--- src/rtl/serial_add_ctrl.sv ---
// serial_add_ctrl: bit-serial adder sequencer, one full-adder bit per clock, LSB first
//
// full_a          : single-bit full adder
//   a, b, cin     in   operand bits and carry-in
//   s, cout       out  sum bit and carry-out
//
// serial_add_ctrl : sequencer around one full_a instance
//   clk    in   1      system clock, rising edge
//   rst_n  in   1      asynchronous active-low reset
//   start  in   1      request, sampled only in IDLE or DONE
//   a, b   in   WIDTH  operands, captured on the accepting edge
//   cin    in   1      carry-in, captured on the accepting edge
//   busy   out  1      high while the add is in progress
//   done   out  1      one-cycle completion pulse
//   sum    out  WIDTH  last completed result
//   cout   out  1      last completed carry-out

module full_a (
   input  logic a,
   input  logic b,
   input  logic cin,
   output logic s,
   output logic cout
);
   assign s    = a ^ b ^ cin;
   assign cout = (a & b) | (cin & (a ^ b));
endmodule

module serial_add_ctrl #(
   parameter int WIDTH = 8
) (
   input  logic             clk,
   input  logic             rst_n,
   input  logic             start,
   input  logic [WIDTH-1:0] a,
   input  logic [WIDTH-1:0] b,
   input  logic             cin,
   output logic             busy,
   output logic             done,
   output logic [WIDTH-1:0] sum,
   output logic             cout
);
   localparam int CW = $clog2(WIDTH + 1);

   typedef enum logic [1:0] {IDLE, RUN, DONE} state_t;

   state_t           state, state_nx;
   logic [WIDTH-1:0] a_sh, b_sh, p_sh, p_nx;
   logic [CW-1:0]    count;
   logic             carry, s, co, accept, last;

   full_a u_fa (.a(a_sh[0]), .b(b_sh[0]), .cin(carry), .s(s), .cout(co));

   assign accept = start && state != RUN;
   assign last   = state == RUN && count == CW'(WIDTH - 1);
   // new sum bit enters at the MSB so that after WIDTH shifts bit 0 is the LSB result
   assign p_nx   = (p_sh >> 1) | (WIDTH'(s) << (WIDTH - 1));
   assign busy   = state == RUN;
   assign done   = state == DONE;

   always_comb begin
      state_nx = state;
      if (accept)
         state_nx = RUN;
      else if (last)
         state_nx = DONE;
      else if (state == DONE)
         state_nx = IDLE;
   end

   always_ff @(posedge clk or negedge rst_n) begin
      if (!rst_n)
         state <= IDLE;
      else
         state <= state_nx;
   end

   always_ff @(posedge clk or negedge rst_n) begin
      if (!rst_n) begin
         a_sh  <= '0;
         b_sh  <= '0;
         p_sh  <= '0;
         carry <= 1'b0;
         count <= '0;
         sum   <= '0;
         cout  <= 1'b0;
      end else if (accept) begin
         a_sh  <= a;
         b_sh  <= b;
         carry <= cin;
         count <= '0;
      end else if (state == RUN) begin
         a_sh  <= a_sh >> 1;
         b_sh  <= b_sh >> 1;
         p_sh  <= p_nx;
         carry <= co;
         count <= count + CW'(1);
         if (last) begin
            sum  <= p_nx;
            cout <= co;
         end
      end
   end
endmodule
--- config.mk ---
export PLATFORM = sky130hd
export DESIGN_NAME = serial_add_ctrl
export DESIGN_NICKNAME = d
export VERILOG_FILES = /design/src/rtl/serial_add_ctrl.sv
export SDC_FILE = /design/constraint.sdc
export NUM_CORES = 1
export LEC_CHECK = 0
export CAP_MARGIN = 20
export CORE_UTILIZATION = 55
export DETAILED_ROUTE_END_ITERATION = 10
export PLACE_DENSITY_LB_ADDON = 0.3
export SYNTH_ARGS = -nofsm -noshare
export SYNTH_HDL_FRONTEND = slang
export SYNTH_SLANG_ARGS = --single-unit
--- constraint.sdc ---
create_clock -name clk -period 2.1 [get_ports clk]
set_input_delay 0.42 -clock clk [delete_from_list [all_inputs] [get_ports clk]]
set_output_delay 0.42 -clock clk [all_outputs]
set_load 0.005 [all_outputs]
==> results of run 1 <==
-- through the flow --
stage	utilization (%)	hold slack, ns	total power, W	setup WS, ns
finish	72.72	0.1671	0.002691	0.08319
global route	72.72	0.2089	0.002908	0.008675
CTS	72.46	0.1904	0.002705	0.01113
detailed placement	70.48	0.4761	0.002336	0.3411
global placement	70.48	0.4621	0.002267	0.3749
floorplan	-	0.1244	0.001941	0.7450
-- area by class of cell --
class / instances / area [sq um] / share of cell area (%)
clock inverters: 2 / 12.51 / 0.6031
multi-input cells: 100 / 679.4 / 32.75
clock buffers: 6 / 41.29 / 1.990
repair buffers: 32 / 310.3 / 14.96
flip-flops and latches: 39 / 975.9 / 47.04
inverters: 1 / 16.27 / 0.7841
well taps: 31 / 38.79 / 1.870
-- sequential cells by signal, summed over array words and instances, names as in the netlist --
| name | count |
|---|---|
| a_sh | 8 |
| b_sh | 8 |
| carry | 1 |
| count | 4 |
| cout | 1 |
| p_sh | 7 |
| state | 2 |
| sum | 8 |
-- cells in the mapped netlist --
cell type,number
dfrtp_1,39
nand2_1,38
o21ai_0,19
mux2i_1,17
mux2_4,7
clkbuf_1,5
mux2_2,3
a21oi_1,2
buf_2,2
nand3b_1,2
nor2_1,2
a22o_1,1
and4b_1,1
buf_4,1
buf_6,1
fa_1,1
ha_1,1
inv_4,1
nand2b_1,1
nand2b_4,1
nand3_1,1
nand4b_1,1
nor2b_1,1
xor2_1,1
-- cells in the final DEF, fill, tap and decap left out --
cell type,netlist,final
a21oi_1,2,2
a22o_1,1,1
and4b_1,1,1
buf_2,2,1
buf_4,1,2
clkbuf_1,5,1
clkbuf_4,0,5
clkdlybuf4s50_1,0,29
clkinv_2,0,1
clkinv_8,0,1
clkinvlp_4,0,1
dfrtp_1,39,39
fa_1,1,1
ha_1,1,1
mux2_2,3,3
mux2_4,7,7
mux2i_1,17,17
nand2_1,38,38
nand2b_1,1,1
nand2b_4,1,1
nand3_1,1,1
nand3b_1,2,2
nand4b_1,1,1
nor2_1,2,2
nor2b_1,1,1
o21ai_0,19,19
xor2_1,1,1
-- report_power, final --
group | switching [W] | internal (W) | total, W
clock network | 0.000236 | 0.000129 | 0.000365
logic | 0.000502 | 0.000540 | 0.00104
registers | 0.000216 | 0.00107 | 0.00128
total | 0.000954 | 0.00174 | 0.00269
-- cell families after synthesis --
kind of cell	share of synthesized area, %
xor+xnor	0.5125
flops	57.10
simple gates	12.59
fa+ha+maj	1.903
buf+inv	3.148
mux	18.08
compound gates	6.662
-- path summary, 6_finish.rpt --
kind / startpoint / to / slack [ns] / cells past startpoint
max reg2reg: state[1] / sum[7] / 0.43 / 4
max in group asynchronous: rst_n / cout / 1.41 / 1
min in group clk: b_sh[5] / b_sh[4] / 0.50 / 2
max: state[1] / busy / 0.08 / 3
min reg2reg: b_sh[5] / b_sh[4] / 0.50 / 2
min: rst_n / sum[5] / 0.17 / 1
-- repair_timing --
action,in CTS,in global routing
hold buffers,0,0
endpoints found under the setup margin,1,1
gates resized for setup,1,2
-- per-layer routing --
metal  up-vias  GRT usage [%]  routed length, um
li1        564              -                  -
met1       546          24.92               1298
met2        25          34.39               1476
met3         2          6.250                135
met4         0          6.122                 19
met5         -              0                  0
==> metrics, run 1 <==
status=finished, violations left; failing checks=design-rule violations; CTS Sinks=39; mean area per synthesized cell=11.47 sq um; Initial Util=59.91%; worst clock skew=0.01411 ns; period utilization=96.04%; YS warnings=0; cell area after layout=2074 sq um; area post-placement=2011 sq um; CP arrival=roughly 1.6 ns; Post-Route WL=2930 um; synthesized net count=171; DRT Pass-1 Iters=7; antenna viol nets, final=0; RSZ-0062 raised after global routing=no; f_max=between 0.4 and 0.5 GHz; Crit path required time=approximately 1.7 ns; worst setup path category=flip-flop to primary output; antenna violations before repair=0; total CTS buffers=5; via count of the routed design=between 1000 and 1500; CTS clk-pin slew, worst paths=0.12 ns; Mapped Cells=149; Die Ht=57.75 um; Post-DP HPWL=about 2100 um; FF+latch count, synth=39; Clock Path Buffers=2; sequential fraction of the synthesis area=57.10%; vias per inst=5.389; CP top delay family=buffers and inverters; worst-path cell chain=nand2b_4 -> clkinv_8 -> clkdlybuf4s50_1; Worst-Margin Slew=0.8283 ns; Rows=19; CP Capture Type=primary output; unique cell type count in the Yosys netlist=24; Peak supply drop=0.9788 mV; Overall Global Routing Usage=about a fifth; Starting DRT DRC Count=50; Antenna Cells=0; Root Driver=clkbuf_4; TritonCTS clock tree=done; maxcap violations=0; min cycle time layout=2.017 ns; # fillers=approximately 230; fin nets=201; setup TNS=0 ns; Die Width=57.75 um; # IOs=31; Buffers on Ports=30; max incr delay on CP=0.51 ns; Worst Path Max Fanout=23; dpl cells=between 200 and 250; Critical Path Start Type=flip-flop; total grt overflow=0; Leak=0.9828 nW; core area=~2900 sq um; Finished Layout Cells=between 200 and 250; Pins Over Slew Limit=0; WP buf/inv=2; P per Cell Area=1297 nW/um^2; Syn Std Cell Area=around 1700 sq um; Post-CTS Setup Bufs=0; Post-route DRC=3; number of global-route vias before repair=1076; share of cells above drive strength 1=12.22%; die area=3334 sq um; Area Growth Syn to Fin=21.38%; leading cell types by total area after synthesis=dfrtp_1 (57%), mux2i_1 (10%), nand2_1 (8.3%), mux2_4 (6.1%), o21ai_0 (5.6%); first-pass GRT wire length=4974 um; top cell type's share of synthesized area=between 50% and 60%; RD Place Congestion=between 0.7 and 0.8; min-delay worst type=input pin to asynchronous set/reset pin; H-tree lvl count=2; drt wl/cell=about 14 um; cell taking the most area after synthesis=dfrtp_1; Clock Latency Late Sink=0.34 ns; setup violators final=0; Fin. Hold Viols=0; worst rel slew slack=44.78%; largest net degree at the start of global routing=40; slowest CP cell=clkdlybuf4s50_1
Note: power is estimated with default switching activity, not from simulation.
==> run 2: changes to the inputs <==
- CORE_UTILIZATION: 55 -> 51
- REMOVE_ABC_BUFFERS: unset -> 1
- clock period: 2.1 -> 2.14 ns (I/O delays scaled with it)
==> run 2 against run 1 <==
Against the previous run: count of clock-buffer cells in the layout unchanged; sequential cell count unchanged; die area increased by 7.6%; final area increased by 1.3%; critical path type unchanged; setup slack improved by 0.022 ns; sequential power about the same; the flow now finishes without violations.
==> metrics, run 2 (synthesized netlist as in run 1, its figures left out) <==
CTS clk-pin slew, worst paths=0.11 ns (was 0.12 ns); dpl cells=216 (was 203); Sequential cell area=975.9 sq um (unchanged); period utilization=about 95%; min cycle time layout=2.035 ns; setup TNS=0 ns (unchanged); met1 usage=24.50% (was 24.92%); Leak=0.9909 nW (was 0.9828 nW); pre-CTS setup slack=0.4137 ns (was 0.3411 ns); # IOs=31 (unchanged); busiest grt layer=met2 (unchanged); Worst Path Max Fanout=13 (was 23); maxcap violations=0 (unchanged); final setup margin=0.1047 ns (was 0.08319 ns); Reg2Reg Depth=5 (was 4); Starting DRT DRC Count=37 (was 50); most frequent cells in the layout=dfrtp_1 (39), nand2_1 (38), clkdlybuf4s50_1 (29) (unchanged); RD Place Congestion=0.7373 (was 0.7624); Finished Layout Cells=223 (was 211); share of cells above drive strength 1=11.73% (was 12.22%); worst-path cell chain=nand2b_4 -> inv_6 -> clkdlybuf4s50_1 (was nand2b_4 -> clkinv_8 -> clkdlybuf4s50_1); Peak supply drop=0.6579 mV (was 0.9788 mV); first-pass GRT wire length=5195 um (was 4974 um); vias per inst=5.130 (was 5.389); cell area after layout=2101 sq um (was 2074 sq um); met3 usage=3.896% (was 6.250%); multi-input combinational cell area=679.4 sq um (unchanged); commonest non-fill, non-tap cell in the layout=dfrtp_1 (unchanged); Root Driver=clkbuf_4 (unchanged); min-delay worst type=input pin to asynchronous set/reset pin (unchanged); Crit path required time=1.71 ns (was 1.68 ns); worst setup path category=flip-flop to primary output (unchanged); Post-route DRC=0 (was 3); setup violators final=0 (unchanged); Die Ht=59.89 um (was 57.75 um); fin util=67.16% (was 72.72%); slowest CP cell=clkdlybuf4s50_1 (unchanged); CP arrival=1.61 ns (was 1.60 ns); Die Width=59.89 um (was 57.75 um); worst rel slew slack=43.28% (was 44.78%); Clock Latency Late Sink=0.34 ns (about the same); Fin. Hold Viols=0 (unchanged); Post-Route WL=2935 um (was 2930 um); total grt overflow=0 (unchanged); drt wl/cell=13.16 um (was 13.89 um); antenna viol nets, final=0 (unchanged); number of global-route vias before repair=1204 (was 1076); status=finished, final reports clean (was finished, violations left); WP buf/inv=2 (unchanged); Rows=20 (was 19); CP Capture Type=primary output (unchanged); DRT Pass-1 Iters=4 (was 7); largest net degree at the start of global routing=40 (unchanged); Buffers on Ports=30 (unchanged); antenna violations before repair=0 (unchanged); Critical Path Start Type=flip-flop (unchanged); RSZ-0062 raised after global routing=no (unchanged); Post-DP HPWL=2073 um (was 2126 um); f_max=0.4913 GHz; FF-to-FF setup slack=0.41 ns (was 0.43 ns); met2 track demand over resource=33.81% (was 34.39%); CP Depth=3 (unchanged); die area=3587 sq um (was 3334 sq um); Overall Global Routing Usage=19.92% (was 20.20%); CP top delay family=buffers and inverters (unchanged); Initial Util=54.64% (was 59.91%); # fillers=249 (was 232); fin nets=201 (unchanged); via count of the routed design=1144 (was 1137); Area Growth Syn to Fin=22.91% (was 21.38%); TritonCTS clock tree=done (unchanged); area post-placement=2027 sq um (was 2011 sq um); worst clock skew=0.009742 ns (was 0.01411 ns); total CTS buffers=5 (unchanged); H-tree lvl count=2 (unchanged); Worst-Margin Slew=0.8508 ns (was 0.8283 ns); CTS Sinks=39 (unchanged); Antenna Cells=0 (unchanged); Post-CTS Setup Bufs=0 (unchanged); core area=3128 sq um (was 2853 sq um); P per Cell Area=1300 nW/um^2 (was 1297 nW/um^2); Top Registers=a_sh (8), b_sh (8), sum (8) (unchanged); Clock Path Buffers=2 (unchanged); max incr delay on CP=0.51 ns (about the same); Pins Over Slew Limit=0 (unchanged)
run 2: cell count changes in the layout (fill, tap and decap cells not counted), sizes merged:
cell	before	now
clkinv	2	0
inv	0	1
clkinvlp	1	0
bufinv	0	1
run 2: final timing paths:
| path | start | end |
|---|---|---|
| setup reg to reg | state[1] | sum[6] |
| max in group asynchronous | rst_n | p_sh[3] |
| hold / removal | rst_n | sum[4] |
| hold reg to reg | a_sh[7] | a_sh[6] |
| setup / recovery | state[1] | busy |
| min in group clk | a_sh[7] | a_sh[6] |
run 2: where the power goes:
part | total [W] | switching, W | internal, W | leakage [nW]
combinational | 0.00102 | 0.000488 | 0.000527 | 0.455
sequential | 0.00125 | 0.000203 | 0.00105 | 0.498
clock | 0.000465 | 0.000224 | 0.000241 | 0.0383
run 2: area by class of cell:
| cell class | instances | share of cell area, % |
|---|---|---|
| Clock inverter | 1 | 1.429 |
| Multi-Input combinational cell | 100 | 32.34 |
| Clock buffer | 6 | 1.965 |
| Tap cell | 44 | 2.621 |
| Sequential cell | 39 | 46.46 |
| Timing Repair Buffer | 32 | 14.77 |
| Inverter | 1 | 0.4169 |
run 2: timing repair:
| item | CTS | global route |
|---|---|---|
| setup endpoints to repair | 0 | 1 |
| gates resized for setup | 0 | 1 |
| hold buffers | 0 | 0 |
run 2: per-layer routing:
metal / vias up / wire length [um]
li1: 562 / -
met1: 551 / 1306
met2: 23 / 1467
met3: 8 / 101
met4: 0 / 60
met5: - / 0
run 2: through the flow:
step / power, W / hold slack, ns
6_report: 0.002731 / 0.1855
3_3_place_gp: 0.002225 / 0.4591
2_1_floorplan: 0.001853 / 0.1324
5_1_grt: 0.002943 / 0.2466
4_1_cts: 0.002762 / 0.2066
3_5_place_dp: 0.002295 / 0.4686
run 2: worst reg2reg max path, stage by stage (launching register included):
cell      delay [ns]
dfrtp_1         0.42
nand2b_4        0.22
inv_6           0.13
buf_4           0.29
nand4b_1        0.24
mux2_2          0.33
